--- src/rtl/serial_cfg_master.sv ---
// serial_cfg_master
//   Upstream driver for the gain-programming backend. Latches a 5-bit gain word
//   on a start handshake, holds the backend in reset for RST_CYCLES clocks, then
//   shifts LEAD_BITS dummy zeros followed by {gainA2, gainA1} LSB first on a
//   3-wire link. It finally waits up to TIMEOUT clocks for the backend ready flag.
//
// Ports
//   i_clk        system clock (also clocks the backend)
//   i_resetAll   asynchronous active-high reset, released synchronously inside
//   i_start      frame request, accepted only while o_busy=0
//   i_gainA1     2-bit gain code for amp 1, captured at accept
//   i_gainA2     3-bit gain code for amp 2, captured at accept
//   i_ready      backend ready flag (same clock domain)
//   o_busy       frame in progress
//   o_done       one-cycle pulse at frame end (success or timeout)
//   o_error      sticky: last frame timed out waiting for i_ready
//   o_resetbAll  active-low backend reset
//   o_sclk       serial clock, idles low
//   o_sdin       serial data, idles low
module serial_cfg_master #(
    parameter int CLK_DIV    = 2,
    parameter int RST_CYCLES = 4,
    parameter int LEAD_BITS  = 1,
    parameter int TIMEOUT    = 64
) (
    input  logic       i_clk,
    input  logic       i_resetAll,
    input  logic       i_start,
    input  logic [1:0] i_gainA1,
    input  logic [2:0] i_gainA2,
    input  logic       i_ready,
    output logic       o_busy,
    output logic       o_done,
    output logic       o_error,
    output logic       o_resetbAll,
    output logic       o_sclk,
    output logic       o_sdin
);
    localparam int N_BITS = LEAD_BITS + 5;
    localparam int DIV_W  = $clog2(CLK_DIV + 1);
    localparam int BIT_W  = $clog2(N_BITS + 1);
    localparam int TMO_W  = $clog2(TIMEOUT + 1);
    localparam int RST_W  = $clog2(RST_CYCLES + 1);

    typedef enum logic [2:0] {
        S_IDLE,
        S_RST,
        S_SETUP,
        S_SHIFT,
        S_WAIT_RDY
    } state_t;

    state_t           state_reg;
    logic [4:0]       data_reg;
    logic [RST_W-1:0] rst_cnt_reg;
    logic [DIV_W-1:0] div_cnt_reg;
    logic [BIT_W-1:0] bit_cnt_reg;
    logic [TMO_W-1:0] tmo_cnt_reg;
    logic             busy_reg;
    logic             done_reg;
    logic             error_reg;
    logic             resetb_reg;
    logic             sclk_reg;
    logic             sdin_reg;

    // Reset asserts immediately but is released two clocks later, so the FSM
    // always leaves reset cleanly aligned to i_clk.
    logic [1:0] rst_pipe_reg;
    logic       rst_int;

    always_ff @(posedge i_clk or posedge i_resetAll) begin
        if (i_resetAll) begin
            rst_pipe_reg <= 2'b11;
        end else begin
            rst_pipe_reg <= {rst_pipe_reg[0], 1'b0};
        end
    end

    assign rst_int = rst_pipe_reg[1];

    // Whole frame as it appears on the wire, index 0 sent first: leading
    // dummy zeros, then the latched word LSB first.
    logic [N_BITS-1:0] frame_bits;

    generate
        for (genvar gi = 0; gi < N_BITS; gi++) begin : g_frame
            if (gi < LEAD_BITS) begin : g_lead
                assign frame_bits[gi] = 1'b0;
            end else begin : g_data
                assign frame_bits[gi] = data_reg[gi - LEAD_BITS];
            end
        end
    endgenerate

    logic [BIT_W-1:0] bit_next;
    assign bit_next = bit_cnt_reg + BIT_W'(1);

    always_ff @(posedge i_clk or posedge rst_int) begin
        if (rst_int) begin
            state_reg   <= S_IDLE;
            data_reg    <= '0;
            rst_cnt_reg <= '0;
            div_cnt_reg <= '0;
            bit_cnt_reg <= '0;
            tmo_cnt_reg <= '0;
            busy_reg    <= 1'b0;
            done_reg    <= 1'b0;
            error_reg   <= 1'b0;
            resetb_reg  <= 1'b0;
            sclk_reg    <= 1'b0;
            sdin_reg    <= 1'b0;
        end else begin
            done_reg <= 1'b0;
            case (state_reg)
                S_IDLE: begin
                    if (i_start) begin
                        data_reg    <= {i_gainA2, i_gainA1};
                        error_reg   <= 1'b0;
                        busy_reg    <= 1'b1;
                        resetb_reg  <= 1'b0;
                        rst_cnt_reg <= '0;
                        state_reg   <= S_RST;
                    end
                end
                S_RST: begin
                    if (rst_cnt_reg == RST_W'(RST_CYCLES - 1)) begin
                        resetb_reg  <= 1'b1;
                        div_cnt_reg <= '0;
                        state_reg   <= S_SETUP;
                    end else begin
                        rst_cnt_reg <= rst_cnt_reg + RST_W'(1);
                    end
                end
                S_SETUP: begin
                    if (div_cnt_reg == DIV_W'(CLK_DIV - 1)) begin
                        // First period starts low with its bit already on sdin.
                        div_cnt_reg <= '0;
                        bit_cnt_reg <= '0;
                        sclk_reg    <= 1'b0;
                        sdin_reg    <= frame_bits[0];
                        state_reg   <= S_SHIFT;
                    end else begin
                        div_cnt_reg <= div_cnt_reg + DIV_W'(1);
                    end
                end
                S_SHIFT: begin
                    if (div_cnt_reg != DIV_W'(CLK_DIV - 1)) begin
                        div_cnt_reg <= div_cnt_reg + DIV_W'(1);
                    end else begin
                        div_cnt_reg <= '0;
                        if (!sclk_reg) begin
                            // Rising edge: data is held, the backend samples here.
                            sclk_reg <= 1'b1;
                        end else if (bit_cnt_reg == BIT_W'(N_BITS - 1)) begin
                            sclk_reg    <= 1'b0;
                            sdin_reg    <= 1'b0;
                            tmo_cnt_reg <= '0;
                            state_reg   <= S_WAIT_RDY;
                        end else begin
                            // Period boundary: falling edge and next bit together.
                            sclk_reg    <= 1'b0;
                            sdin_reg    <= frame_bits[bit_next];
                            bit_cnt_reg <= bit_next;
                        end
                    end
                end
                S_WAIT_RDY: begin
                    // Ready is checked first so it wins over a coincident timeout.
                    if (i_ready) begin
                        done_reg  <= 1'b1;
                        error_reg <= 1'b0;
                        busy_reg  <= 1'b0;
                        state_reg <= S_IDLE;
                    end else if (tmo_cnt_reg == TMO_W'(TIMEOUT - 1)) begin
                        done_reg  <= 1'b1;
                        error_reg <= 1'b1;
                        busy_reg  <= 1'b0;
                        state_reg <= S_IDLE;
                    end else begin
                        tmo_cnt_reg <= tmo_cnt_reg + TMO_W'(1);
                    end
                end
                default: begin
                    state_reg <= S_IDLE;
                end
            endcase
        end
    end

    assign o_busy      = busy_reg;
    assign o_done      = done_reg;
    assign o_error     = error_reg;
    assign o_resetbAll = resetb_reg;
    assign o_sclk      = sclk_reg;
    assign o_sdin      = sdin_reg;

endmodule

--- config.mk ---
export PLATFORM = sky130hd
export DESIGN_NAME = serial_cfg_master
export DESIGN_NICKNAME = d
export VERILOG_FILES = /design/src/rtl/serial_cfg_master.sv
export SDC_FILE = /design/constraint.sdc
export NUM_CORES = 1
export LEC_CHECK = 0
export ABC_AREA = 1
export BUFFER_PORTS_ARGS = -buffer_cell sky130_fd_sc_hd__clkbuf_2
export CAP_MARGIN = 40
export CORE_ASPECT_RATIO = 0.8
export CORE_MARGIN = 2
export CORE_UTILIZATION = 50
export CTS_CLUSTER_SIZE = 12
export DETAILED_ROUTE_END_ITERATION = 10
export GPL_TIMING_DRIVEN = 0
export HOLD_SLACK_MARGIN = 0.05
export PLACE_DENSITY = 0.69
export SKIP_LAST_GASP = 1
export SYNTH_ARGS = -nofsm -noshare
export SYNTH_HDL_FRONTEND = slang
export SYNTH_SLANG_ARGS = --single-unit
--- constraint.sdc ---
create_clock -name i_clk -period 1.9 [get_ports i_clk]
set_clock_uncertainty 0.2 [all_clocks]
set_input_delay 0.19 -clock i_clk [delete_from_list [all_inputs] [get_ports i_clk]]
set_output_delay 0.19 -clock i_clk [all_outputs]
set_load 0.02 [all_outputs]
**Word-level counts from Yosys, hierarchy flattened**

Index checks and enable logic that the tools add are counted.

- Input bits: 9
- Register bits: 31
- Logic and storage cells: 104
- Output and inout bits: 6

- Order comparisons: 1
- Add/sub/neg operators: 4
- Eq/ne operators: 20
- Reductions and logical operators: 16
- Muxes and demuxes: 50

Operators with widths:

| operator | count |
|---|---|
| 3-bit two-way mux | 14 |
| 7-bit two-way mux | 5 |
| 2-bit inequality test (second input constant) | 10 |
| 1-bit two-way mux | 17 |
| 3-bit case mux with 5 select lines | 1 |
| 7-bit case mux with 2 select lines | 1 |
| 3-bit case mux with 2 select lines | 2 |
| 3-bit AND reduction | 4 |
| 1-bit case mux with 2 select lines | 5 |
| 3-bit by 2-bit equality test with 1-bit output (second input constant) | 3 |
| 2-bit nonzero test | 4 |
| 7-bit by 1-bit adder with 7-bit output (second input constant) | 1 |
| 7-bit by 6-bit equality test with 1-bit output (second input constant) | 1 |
| 7-bit AND reduction | 1 |
| 3-bit by 1-bit adder with 3-bit output (second input constant) | 2 |
| 3-bit equality test (second input constant) | 2 |
| 2-bit two-way mux | 3 |
| 2-bit case mux with 3 select lines | 1 |
| 6-bit AND reduction | 1 |
| 5-bit AND reduction | 1 |
| 3-bit by 4-bit < comparator with 1-bit output (second input constant) | 1 |
| 2-bit AND reduction | 2 |
| 4-bit AND reduction | 1 |
| 1-bit binary-select mux with 3-bit select | 1 |
| other kinds (7) | 7 |

**Logic depth before layout (Yosys ltp)**

- Depth after elaboration: 7
- Mapped depth: 9
- Mapped depth without buffers: 9

**Worst setup path after synthesis**

Ideal clock, no wire load.

- Path kind: reg2reg
- Start: reg tmo_cnt_reg[0]
- End: reg tmo_cnt_reg[4]
- Period minus slack after synthesis: 1.558 ns
- Slack: 0.342 ns
- Path buffers: 0
- Stages on the path, launching flop included: 10
- Library setup time: 0.117 ns
- Arrival time: 1.240 ns
- Required time: 1.583 ns
- Cell sequence: dfrtp_1 -> ha_1 -> nand2_1 -> nor2_2 -> nand2_1 -> nand2_1 -> nand2_4 -> nand2_4 -> nand2_1 -> nand2_1

- Word-level cells in the longest chain between the ends: 4
- Elaborated cells between the ends (all ways): 7
- Classes of those cells: add/sub: 1; eq/ne: 2; mux: 3; reduce/logical: 1

RTL lines:

| element | RTL line | source |
|---|---|---|
| start, declared | 58 | `logic [TMO_W-1:0] tmo_cnt_reg;` |
| start signal, assigned | 180 | `tmo_cnt_reg <= tmo_cnt_reg + TMO_W'(1);` |
| 7-bit by 1-bit adder with 7-bit output | 180 |  |
| 7-bit two-way mux | 174 | `end else if (tmo_cnt_reg == TMO_W'(TIMEOUT - 1)) begin` |
| 7-bit two-way mux | 169 | `if (i_ready) begin` |
| 7-bit case mux with 2 select lines | 114 | `case (state_reg)` |

Parallel ways exist; a longest one is shown, timed or not. The select of a mux whose other input is x is not followed.
A chain may end at the register's enable or synchronous reset.

**Worst setup path after layout**

Same ends and word-level chain as after synthesis.

==> impl_metrics.toml <==
[worst_setup_path]
crit_type = "flip-flop to flip-flop"
cp-end-kind = "flip-flop"
startpoint_type = "flip-flop"
critPathSlowestCell = "dfrtp_2"
worst_path_largest_cell_delay_ns = 0.42
crit_top_cell = "nand2_1"
crit_family = "simple AND/OR/NAND/NOR gates"
worstPathCellList = "ha_1 > nand2_1 > nor2_2 > nand2_2 > nand2_1 > nand2_4 > nand2_4 > nand2_1 > nand2_1"
crit_path_max_fanout = 7
required_ns = 1.92
rr_endpoint = "tmo_cnt_reg[4]$_DFFE_PP0P_"
cp_num_buf_inv = 0
r2r_setup_slack_ns = 0.19
r2r_cells = 9
rr_startpoint = "tmo_cnt_reg[0]$_DFFE_PP0P_"
cp.arrival_ns = 1.73

[cts]
numClockSinks = 31
clockBufferDepth = 2
clk_pin_slew_ns = 0.06
cts-buffers-inserted = 5
cts-root-buf = "clkbuf_8"
cts-htree-levels = 2
cts_setup_buffers = 0
cts_tree = "done"
clock_latency_ns = 0.28

[die]
initial_core_util = 0.534
rows = 18
chipHeight_um = 55.9
die-area_um2 = 3850
die_w_um = 68.9
ios = 15
core-area_um2 = 3150

[power_and_ir_drop]
p_clk_frac = 0.197
internal_power_uw = 1660
comb_power_share = 0.441
vdd_drop_max_v = 0.000922
power_density_nw_per_um2 = 1440
switchingPower_uw = 1230
leakage_uw = 0.00108
p_seq_frac = 0.362
swShare = 0.425

[finish]
final_cells = 286
largest_register_ffs = 7
mostFrequentLayoutCells = "nand2_1, inv_1, dfrtp_1"
final_common_cell = "nand2_1"
synthToLayoutAreaGrowth_pct = 19.1
final_util = 0.636
layout.nets = 259
fin_area_um2 = 2010
fillers = 265
antenna_cells = 0
drive_gt1_frac = 0.183

[global_route]
first_global_vias = 1282
grt_pass1_wl_um = 5550
gr-total-overflow = 0
track_usage = 0.194
antenna_found_initial = 0
grt_max_degree = 19

[synth]
seq_area_frac_synth = 0.462
synth_area_leader_cell = "dfrtp_1"
yosysTopAreaCellShare = 0.431
syn_area_um2 = 1680
synth_area_per_cell_um2 = 7.80
syn_nets = 230
synth.area.top_cells = "dfrtp_1, nand2_1, inv_1"
synth_warnings = 0
ys_types = 27
ys_seq_elements = 31
synthCells = 216

[routing]
vias = 1358
drtIter0Drc = 57
remaining_drc_errors = 0
postRouteWirelength_um = 3140
routedWlPerCell_um = 11.0
postRouteAntennaNets = 0
dr.pass1.iters = 4
avgViaCountPerCell = 4.75

[timing]
layout_setup_ws_ns = 0.192
max_slew_margin = 0.631
rsz0062_at_grt = "false"
final_max_slew_viol_count = 0
hold_viol = 0
tightest_slew_ns = 0.552
finalSetupViolations = 0
setup_tns_ns = 0
min_period_ns = 1.71
fmax_ghz = 0.585
post-route-period-util = 0.899

[placement]
dp_cells = 271
dpl_worst_slack_ns = 0.115
io_buffers = 14
place_area_um2 = 1830
hpwl_um = 2290
globalplace.congestion = 0.812

[job]
cap_violations = 0

[hold_path]
hold_path_class = "flip-flop to asynchronous set/reset pin"

[run_status]
status = "finished clean"
Yosys cell counts:
cell and number:
inv_1 31, conb_1 1, nand4_1 4, nor2_2 3, dfrtp_1 29, o21bai_1 2
nor3b_1 2, nand3_2 1, dfstp_2 2, nor3_2 1, nand3_1 16, nor2_1 22
nor3_4 1, nand2_1 62, nand2_2 3, o21ai_0 9, o21ai_1 3, a21oi_1 6
ha_1 5, nor2_4 2, buf_6 1, o21ai_2 1, nand2_4 3, xnor2_1 1
a31oi_1 1, inv_2 3, or2_1 1
power groups by stage:
stage	registers (µW)	clock network, µW	logic [µW]
floorplan	1060	0	959
global placement	1040	0	1230
detailed placement	1050	0	1250
CTS	1040	584	1290
global route	1070	609	1470
finish	1040	569	1270
routing by layer:
layer	vias up	GRT usage	wire, µm
li1	731	-	-
met1	597	0.288	1650
met2	23	0.268	1330
met3	7	0.0547	106
met4	0	0.0700	51
met5	-	0	0
final cells by class:
class,instances,area [µm²],share of cell area
multi-input cells,150,769,0.384
inverters,34,128,0.0636
repair buffers,22,168,0.0836
well taps,40,50.0,0.0250
flip-flops and latches,31,779,0.389
clock buffers,8,100,0.0499
plain buffers,1,11.3,0.00561
worst register-to-register path, delay by kind of cell, from the launching register on:
| kind | cells | cell delay (ns) |
|---|---|---|
| adders and majority gates | 1 | 0.18 |
| DFF | 1 | 0.42 |
| and+or+nand+nor | 8 | 0.86 |
how the worst max path moves through the flow:
stage | to | start | slack, ns | cells after the start
2_1_floorplan | tmo_cnt_reg[4]$_DFFE_PP0P_ | tmo_cnt_reg[0]$_DFFE_PP0P_ | 0.34 | 9
6_report | tmo_cnt_reg[4]$_DFFE_PP0P_ | tmo_cnt_reg[0]$_DFFE_PP0P_ | 0.19 | 9
3_5_place_dp | tmo_cnt_reg[4]$_DFFE_PP0P_ | tmo_cnt_reg[0]$_DFFE_PP0P_ | 0.12 | 9
5_1_grt | state_reg[1]$_DFFE_PP0P_ | rst_cnt_reg[0]$_DFFE_PP0P_ | 0.04 | 9
3_3_place_gp | tmo_cnt_reg[4]$_DFFE_PP0P_ | tmo_cnt_reg[0]$_DFFE_PP0P_ | 0.11 | 9
4_1_cts | tmo_cnt_reg[4]$_DFFE_PP0P_ | tmo_cnt_reg[0]$_DFFE_PP0P_ | 0.07 | 9
repair_timing:
item | 4_1_cts | 5_1_grt
endpoints found under the hold margin | 8 | 0
setup endpoints to repair | 0 | 10
resized for setup | 0 | 2
hold buffers | 7 | 0
cell families after synthesis:
kind of cell	Yosys count	share of synthesized area
simple gates	121	0.340
xor+xnor	1	0.00520
flops	31	0.462
buf+inv	35	0.0825
compound gates	22	0.0713
fa+ha+maj	5	0.0371
other cells	1	0.00223
through the flow:
step	power (µW)	hold slack, ns
after global routing	3150	0.138
after floorplan	2020	-0.0985
after global placement	2280	-0.00340
after detailed placement	2300	0.000582
final	2880	0.0960
after CTS	2910	0.119
No activity file was read; power rests on OpenSTA's default activity.
